### src/rtl/pc_quantum_unit.sv
// pc_quantum_unit: program counter with user-mode time-slice preemption into the OS
module pc_quantum_unit #(
    parameter int unsigned WIDTH    = 32,
    parameter int unsigned QW       = 32,
    parameter int unsigned OS_LIMIT = 616,
    parameter int unsigned OS_ENTRY = 0,
    parameter int unsigned RESET_PC = 0
) (
    input  logic             clock,
    input  logic             reset,
    input  logic             halt,
    input  logic [1:0]       pc_sel,
    input  logic             branch_taken,
    input  logic [WIDTH-1:0] target,
    input  logic             q_load,
    input  logic [QW-1:0]    q_value,
    output logic [WIDTH-1:0] pc,
    output logic [WIDTH-1:0] epc,
    output logic             preempt,
    output logic             in_user,
    output logic [QW-1:0]    q_count
);
    localparam logic [WIDTH-1:0] LIMIT_W = WIDTH'(OS_LIMIT);
    localparam logic [WIDTH-1:0] ENTRY_W = WIDTH'(OS_ENTRY);
    localparam logic [WIDTH-1:0] RESET_W = WIDTH'(RESET_PC);
    logic [WIDTH-1:0] pc_q, pc_d, epc_q, epc_d, nxt;
    logic [QW-1:0]    q_count_q, q_count_d, q_limit_q, q_limit_d, cnt_inc;
    logic             preempt_q, preempt_d, expire;
    assign pc      = pc_q;
    assign epc     = epc_q;
    assign preempt = preempt_q;
    assign q_count = q_count_q;
    assign in_user = pc_q >= LIMIT_W;
    // next fetch address, the quantum check and every next-state value; the limit compare uses the pre-load limit
    always_comb begin
        nxt       = pc_sel == 2'b11 ? epc_q
                  : (pc_sel == 2'b01 || (pc_sel == 2'b10 && branch_taken)) ? target
                  : pc_q + WIDTH'(1);
        cnt_inc   = &q_count_q ? q_count_q : q_count_q + QW'(1);
        expire    = in_user && q_limit_q != '0 && q_count_q >= q_limit_q - QW'(1) && !halt;
        pc_d      = halt ? pc_q : expire ? ENTRY_W : nxt;
        epc_d     = expire ? nxt : epc_q;
        q_count_d = halt ? q_count_q : (expire || !in_user) ? '0 : cnt_inc;
        q_limit_d = q_load ? q_value : q_limit_q;
        preempt_d = expire;
    end
    // state registers with synchronous reset taking priority over everything
    always_ff @(posedge clock) begin
        if (reset) begin
            pc_q      <= RESET_W;
            epc_q     <= '0;
            q_count_q <= '0;
            q_limit_q <= '0;
            preempt_q <= 1'b0;
        end else begin
            pc_q      <= pc_d;
            epc_q     <= epc_d;
            q_count_q <= q_count_d;
            q_limit_q <= q_limit_d;
            preempt_q <= preempt_d;
        end
    end
endmodule

### config.mk
export PLATFORM = sky130hd
export DESIGN_NAME = pc_quantum_unit
export DESIGN_NICKNAME = d
export VERILOG_FILES = /design/src/rtl/pc_quantum_unit.sv
export SDC_FILE = /design/constraint.sdc
export NUM_CORES = 1
export LEC_CHECK = 0
export CELL_PAD_IN_SITES_DETAIL_PLACEMENT = 1
export CELL_PAD_IN_SITES_GLOBAL_PLACEMENT = 2
export CORE_UTILIZATION = 27
export CTS_CLUSTER_SIZE = 40
export DETAILED_ROUTE_END_ITERATION = 8
export PLACE_DENSITY_LB_ADDON = 0.05
export SYNTH_ARGS = -nofsm -noshare
export SYNTH_HDL_FRONTEND = slang
export SYNTH_SLANG_ARGS = --single-unit
### constraint.sdc
create_clock -name clock -period 4.3 [get_ports clock]
set_input_delay 0.86 -clock clock [delete_from_list [all_inputs] [get_ports clock]]
set_output_delay 0.86 -clock clock [all_outputs]
set_load 0.01 [all_outputs]
Word level (Yosys, flattened, before mapping). Index checks and enable logic that the tools add are counted.

Register bits after elaboration: 129. Latch bits: 0. Memory bits (writable): 0. Memory bits (read-only): 0. Input bits: 71. Word-level logic and storage cells: 31. Memories kept: 0.

$add $sub $neg: 3. $mul: 0. Divide/modulo/power cells: 0. Magnitude comparators: 2. Equality and inequality tests: 4. Shift operators: 0. Muxes and demuxes: 5. Bitwise logic cells: 1. Reductions and logical operators: 11.

Operators by type and width (number): $mux W32 (5); $add A32 B1 Y32 const B (2); $ge A32 B10 Y1 const B (1); $ge A32 B32 Y1 (1); $reduce_and A32 Y1 (1); $reduce_bool A32 Y1 (1); $sub A32 B1 Y32 const B (1); $eq A2 B2 Y1 const B (2); $logic_and A1 B1 Y1 (4); $eq A2 B1 Y1 const B (1); $logic_not A1 Y1 (2); $logic_or A1 B1 Y1 (2); $ne A2 B1 Y1 const B (1); $reduce_and A2 Y1 (1); $not A1 Y1 (1).

Logic depth before layout (Yosys ltp). Gate-level depths: netlist of the first run.

Depth in word-level cells: 7. Gate-level depth with buffers: 18. Depth with buffers taken out: 15.

Worst setup path before layout of the first run. OpenSTA, ideal clock, no wires.

Kind: register to register. Start point: reg q_limit_q[2]. End point: reg q_count_q[4], in the netlist q_count[4]. Setup time: 0.073 ns. Arrival: 3.961 ns. Required time: 4.227 ns. Setup slack: 0.266 ns. Cell stages (with the launch flop): 17. Path buffers: 2. Period minus slack after synthesis: 4.034 ns. Cell sequence: dfxtp_1 nor4_4 nand2_1 or3_1 clkbuf_1 or2_2 nor4_1 xnor2_1 ha_1 nand4_1 nor2_1 a221oi_1 a21oi_1 or3_1 buf_2 or4_4 o211ai_2.

Word-level cells in the longest chain between the ends: 7. Elaborated cells between the ends (all ways): 10. Those cells by class: add/sub: 1; order compare: 1; eq/ne: 1; mux: 1; reduce/logical: 6.

RTL lines: start, declared (line 27) `logic [QW-1:0] q_count_q, q_count_d, q_limit_q, q_limit_d, cnt_inc;`; start signal, assigned (line 59) `q_limit_q <= q_limit_d;`; $sub A32 B1 Y32 or $reduce_bool A32 Y1 (tied branches) (line 40) `expire = in_user && q_limit_q != '0 && q_count_q >= q_limit_q - QW'(1) && !halt;`; $ge A32 B32 Y1 or $logic_and A1 B1 Y1 (tied branches) (line 40); $logic_and A1 B1 Y1 * (2 in series) (line 40); $logic_or A1 B1 Y1 * (line 43) `q_count_d = halt ? q_count_q : (expire || !in_user) ? '0 : cnt_inc;`; $ne A2 B1 Y1 (no line); $reduce_and A2 Y1 (no line); end signal, assigned (line 58) `q_count_q <= q_count_d;`; end, declared (line 27).

Every way passes the cells marked *; elsewhere a longest branch is shown, timed or not. A chain may end at the register's enable or synchronous reset.

Worst setup path after layout of the first run.
Start point: reg q_limit_q[3]. End point: reg epc_q[28], in the netlist epc[28].

Word-level cells in the longest chain between the ends: 4. Elaborated cells between the ends (all ways): 6. Those cells by class: add/sub: 1; order compare: 1; reduce/logical: 4.

RTL lines: $sub A32 B1 Y32 or $reduce_bool A32 Y1 (tied branches) (line 40); $ge A32 B32 Y1 or $logic_and A1 B1 Y1 (tied branches) (line 40); $logic_and A1 B1 Y1 * (2 in series) (line 40); end signal, assigned (line 57) `epc_q <= epc_d;`; end, declared (line 26) `logic [WIDTH-1:0] pc_q, pc_d, epc_q, epc_d, nxt;`.

Marks and branches as above.

==> results of run 1 <==
metrics by stage:
stage	setup TNS, ps	worst slack [ps]	total power [mW]	util	hold slack [ps]
final	0	215	3.31	0.383	524
after global placement	0	54.6	1.87	0.359	509
after global routing	-1450	-64.6	3.47	0.383	544
after CTS	0	56.9	3.37	0.381	525
after detailed placement	-278	-35.2	1.87	0.359	508
after floorplan	0	266	1.63	-	504
layout make-up:
class                           instances  area (um^2)
Timing Repair Buffer                  201         1970
Fill cell                            3189        16800
Clock buffer                           18          439
Multi-Input combinational cell        718         4750
Inverter                               22         82.6
Tap cell                              372          465
Sequential cell                       129         2580
Clock inverter                         14          146
registers in the layout, summed over array words and instances, names as in the netlist:
| register | cells |
|---|---|
| epc | 32 |
| pc | 32 |
| preempt | 1 |
| q_count | 32 |
| q_limit_q | 32 |
critical path, stage by stage (launching register included):
cell and delay (ps):
dfxtp_1 360, nor4_4 320, nand2_1 120, or3_1 430, buf_4 190, nor3_1 290, xnor2_1 180, ha_1 280
a21oi_1 130, o21ai_0 150, a221oi_2 320, nand2_1 160, o211ai_1 320, buf_4 190, buf_6 230, mux2i_1 220
nor2_1 50
synthesized netlist by cell type (all sizes together), types with 15 or more instances:
cell and n:
xnor2 41, mux2i 55, inv 22, or3 20, nand3 41, xor2 16, nand2 70, a21oi 50
o21ai 50, o22ai 15, nor4 29, nor3 33, nand4 27, a22o 20, nor2 100, dfxtp 129
ha 36, clkbuf 37, buf 15, a31oi 18
layer usage:
metal / global-route usage / vias up
li1: - / 3719
met4: 0.0505 / 0
met1: 0.243 / 3590
met3: 0.0319 / 24
met5: 0 / -
met2: 0.329 / 148
kinds of logic (layout without fill, tap and decap cells):
logic type	Yosys count	after routing	share of synthesized area
and+or+nand+nor	368	368	0.249
AOI/OAI and AO/OA	202	202	0.173
DFF	129	129	0.340
buffers and inverters	74	255	0.0396
xor gates and xnor gates	57	57	0.0658
muxes	55	55	0.0726
adders and majority gates	36	36	0.0594
power by group through the flow:
stage / Sequential [mW] / Clock, mW / Combinational (mW)
after floorplan: 1.32 / 0 / 0.306
after global placement: 1.33 / 0 / 0.536
after detailed placement: 1.33 / 0 / 0.541
after CTS: 1.31 / 1.51 / 0.544
after global routing: 1.32 / 1.56 / 0.600
final: 1.31 / 1.47 / 0.539
timing repair:
action                                  in CTS  in global routing
resized for setup                            2                  8
gates cloned                                 0                  1
buffers inserted                             0                  2
endpoints found under the setup margin      25                 94
pin swaps                                    0                  2
final timing paths:
path | slack [ps] | end
max | 220 | epc[28]
min | 520 | epc[5]
max reg2reg | 220 | epc[28]
min reg2reg | 520 | epc[5]
==> flow_metrics.env, run 1 <==
export IMPL_r2r_cells=16
export IMPL_async_reset_ff_frac=0
export IMPL_antenna_cells=0
export IMPL_hold_start="epc[5]"
export IMPL_yosys_warnings=0
export IMPL_netlist_area_um2=7580
export IMPL_highest_layer="met4"
export IMPL_maxSlewHeadroom=0.249
export IMPL_grt_max_degree=42
export IMPL_drc=0
export IMPL_overflow=0
export IMPL_final_max_slew_viol_count=0
export IMPL_clk_latency_ps=430
export IMPL_synth_cells=921
export IMPL_cts_hold_buffers=0
export IMPL_finalCritPeriodShare=0.950
export IMPL_cts_tree="yes"
export IMPL_max_cap_viol_count=0
export IMPL_met2_length_mm=13.1
export IMPL_synthTopCellsByArea="dfxtp_1 (34%), mux2i_1 (7.3%), ha_1 (5.9%), nor2_1 (4.9%), xnor2_1 (4.7%)"
export IMPL_seq_power_share=0.394
export IMPL_num_nets_final=1196
export IMPL_drive_gt1_frac=0.0853
export IMPL_rows=60
export IMPL_drt_pre_antenna_iters=4
export IMPL_io_pins=169
export IMPL_critPathArrivalTime_ps=4380
export IMPL_h_tree_depth=4
export IMPL_drt_wirelength_per_cell_um=18.5
export IMPL_grt_use_total=0.190
export IMPL_port_buffers=168
export IMPL_finClkSkew_ps=14.2
export IMPL_synth_yosys_seq_area_share=0.340
export IMPL_yosys_area_top_type="dfxtp_1"
export IMPL_cts_buffer_depth=2
export IMPL_wl_met3_mm=1.06
export IMPL_viasPerCell=5.08
export IMPL_synth_nets=1028
export IMPL_mostFrequentLayoutCell="clkdlybuf4s50_1"
export IMPL_start_util=0.278
export IMPL_worstSetupPathType="reg -> reg"
export IMPL_yosys_register_bits=129
export IMPL_clk_pin_slew_ps=70
export IMPL_crit_path_start="q_limit_q[3]"
export IMPL_final_cell_mix="clkdlybuf4s50_1 (166), dfxtp_1 (129), nor2_1 (99)"
export IMPL_fmax_ghz=0.245
export IMPL_outcome="finished, final reports clean"
export IMPL_fin_area_um2=10400
export IMPL_cts_root_buffer="clkbuf_16"
export IMPL_crit_fanout=20
export IMPL_die_h_um=170
export IMPL_cellInternalPower_mw=2.33
export IMPL_power_switching_mw=0.979
export IMPL_setup_viol=0
export IMPL_yosysTopAreaCellShare=0.340
export IMPL_hold_viol=0
export IMPL_final_cells=1474
export IMPL_cellPowerDensity_nw_per_um2=318
export IMPL_cp_start_kind="register"
export IMPL_p_leak_nw=3.87
export IMPL_die_area_um2=28800
export IMPL_end_kind="register"
export IMPL_placed_area_um2=9780
export IMPL_antenna_found_initial=0
export IMPL_p_comb_frac=0.163
export IMPL_rsz0062_at_grt="yes"
export IMPL_hpwl_mm=19.9
export IMPL_hold_path_depth=1
export IMPL_ir_drop_mv=0.145
export IMPL_p_clk_frac=0.443
export IMPL_wl_met1_mm=12.7
export IMPL_syn_area_per_cell_um2=8.24
export IMPL_dp_cells=1439
export IMPL_synth_distinct_cells=60
export IMPL_die_w_um=170
export IMPL_drt_iter0_markers=265
export IMPL_worst_slew_pin_slew_ps=1130
export IMPL_crit_required_ps=4600
export IMPL_sw_frac_of_total=0.296
export IMPL_clock_sinks=129
export IMPL_ys_flop_type="dfxtp_1"
export IMPL_grt_pass1_vias=7554
export IMPL_finalCriticalPeriod_ps=4080
export IMPL_holdCritPathClass="reg -> reg"
export IMPL_gp_routability_congestion=0.752
export IMPL_numCtsBuffers=17
export IMPL_vias=7481
export IMPL_area_delta_synth_final_pct=37.6
export IMPL_wl_mm=27.2
export IMPL_synth_edf_count=0
export IMPL_core_um2=27300
export IMPL_r2r_start="q_limit_q[3]"
export IMPL_grt_pass1_wl_mm=42.7
export IMPL_ant_nets=0
Power figures use the tool's default switching activity.
==> run 2, diff against run 1 <==
Settings changed: CELL_PAD_IN_SITES_DETAIL_PLACEMENT 1 to 0.
==> flow_metrics.env, run 2 (synthesized netlist as in run 1, its figures left out) <==
export IMPL_finalCriticalPeriod_ps=4070
export IMPL_clk_pin_slew_ps=60
export IMPL_grt_pass1_wl_mm=40.8
export IMPL_drt_iter0_markers=344
export IMPL_critPathArrivalTime_ps=4400
export IMPL_grt_max_degree=42
export IMPL_mostFrequentLayoutCell="clkdlybuf4s50_1"
export IMPL_final_cell_mix="clkdlybuf4s50_1 (166), dfxtp_1 (129), nor2_1 (98)"
export IMPL_wl_mm=26.3
export IMPL_start_util=0.278
export IMPL_vias=7309
export IMPL_drt_wirelength_per_cell_um=17.8
export IMPL_die_w_um=170
export IMPL_cp_start_kind="register"
export IMPL_rows=60
export IMPL_drc=0
export IMPL_port_buffers=168
export IMPL_r2r_slack_ps=230
export IMPL_placed_area_um2=9780
export IMPL_hpwl_mm=19.1
export IMPL_final_cells=1473
export IMPL_hold_viol=0
export IMPL_ir_drop_mv=0.200
export IMPL_r2r_end="q_count[20]"
export IMPL_clock_sinks=129
export IMPL_multi_input_area_um2=4800
export IMPL_setup_viol=0
export IMPL_cts_tree="yes"
export IMPL_final_max_slew_viol_count=0
export IMPL_antenna_found_initial=0
export IMPL_core_um2=27300
export IMPL_drt_pre_antenna_iters=4
export IMPL_antenna_cells=0
export IMPL_worst_slew_pin_slew_ps=1050
export IMPL_hold_ws_ps=520
export IMPL_cellPowerDensity_nw_per_um2=331
export IMPL_hold_start="epc[31]"
export IMPL_hold_end="epc[31]"
export IMPL_register_area_um2=2580
export IMPL_finClkSkew_ps=11.7
export IMPL_ant_nets=0
export IMPL_hold_path_depth=2
export IMPL_crit_required_ps=4630
export IMPL_fin_tns_setup_ps=0
export IMPL_holdCritPathClass="reg -> reg"
export IMPL_finalCritPeriodShare=0.947
export IMPL_gp_routability_congestion=0.752
export IMPL_preCtsSetupSlack_ps=14.2
export IMPL_fmax_ghz=0.246
export IMPL_outcome="finished, final reports clean"
export IMPL_io_pins=169
export IMPL_max_cap_viol_count=0
export IMPL_area_delta_synth_final_pct=39.1
export IMPL_drive_gt1_frac=0.0881
export IMPL_viasPerCell=4.96
export IMPL_grt_use_total=0.182
export IMPL_h_tree_depth=4
export IMPL_crit_fanout=5
export IMPL_overflow=0
export IMPL_grt_pass1_vias=7137
export IMPL_die_area_um2=28800
export IMPL_die_h_um=170
export IMPL_p_leak_nw=3.92
export IMPL_maxSlewHeadroom=0.299
export IMPL_numCtsBuffers=17
export IMPL_clk_latency_ps=420
export IMPL_fin_area_um2=10500
export IMPL_worst_slack_ps=230
export IMPL_dp_cells=1439
export IMPL_worstSetupPathType="reg -> reg"
export IMPL_r2r_start="q_limit_q[9]"
export IMPL_fillerInstances=2822
export IMPL_end_kind="register"
export IMPL_num_nets_final=1196
export IMPL_cts_buffer_depth=2
export IMPL_cts_root_buffer="clkbuf_16"
export IMPL_r2r_cells=15
run 2: cell count changes in the layout (fill, tap and decap cells not counted), moves of 2 or more:
cell	delta
bufinv_16	+4
inv_8	-2
clkinv_4	+2
clkinvlp_4	-2
inv_6	-2
nor4_4	+2
run 2: critical path, stage by stage (launching register included):
cell and delay (ps):
dfxtp_1 360, nor4_4 370, nand2b_1 130, or3_1 400, or2_2 360, nor4_4 150
xnor2_1 170, ha_1 280, nand4_1 180, nor2_1 80, a221oi_2 330, a21oi_2 120
or3_4 440, buf_4 170, or3_1 330, o21ai_0 90
run 2: power breakdown:
group	internal (mW)	switching (mW)	leakage (nW)
Sequential	1.24	0.0728	1.05
Clock	1.04	0.604	0.312
Combinational	0.266	0.274	2.56
Total	2.54	0.950	3.92
run 2: how the worst max path moves through the flow:
stage	startpoint	to	slack (ps)	cells past startpoint
after global placement	q_limit_q[7]	q_count[27]	50	15
after global routing	q_limit_q[9]	epc[12]	-20	17
after detailed placement	q_limit_q[7]	q_count[20]	10	15
after CTS	q_limit_q[7]	pc[24]	20	14
after floorplan	q_limit_q[2]	q_count[4]	270	16
final	q_limit_q[9]	q_count[20]	230	15
run 2: cell type report:
| class | instances | share of cell area |
|---|---|---|
| Clock inverter | 14 | 0.0217 |
| Timing Repair Buffer | 201 | 0.186 |
| Inverter | 22 | 0.00783 |
| Multi-Input combinational cell | 718 | 0.455 |
| Sequential cell | 129 | 0.245 |
| Clock buffer | 17 | 0.0403 |
| Tap cell | 372 | 0.0441 |
run 2: per-stage QoR:
stage | utilization | power, mW
final | 0.387 | 3.49
after global routing | 0.387 | 3.65
after CTS | 0.383 | 3.53
after detailed placement | 0.359 | 1.87
after global placement | 0.359 | 1.87
after floorplan | - | 1.63
run 2: metal layers:
metal,part of all wire,GRT usage,wire length (um)
met1,0.47,0.236,12400
met2,0.47,0.305,12300
met3,0.042,0.0326,1110
met4,0.018,0.0580,475
met5,0,0,0
run 2: what timing repair did:
action | in CTS | in global routing
setup buffers | 0 | 2
pin swaps | 0 | 6
gates resized for setup | 1 | 16
endpoints found under the setup margin | 1 | 95
hold buffers | 0 | 0
gates cloned | 0 | 1
hold endpoints to repair | 0 | 0
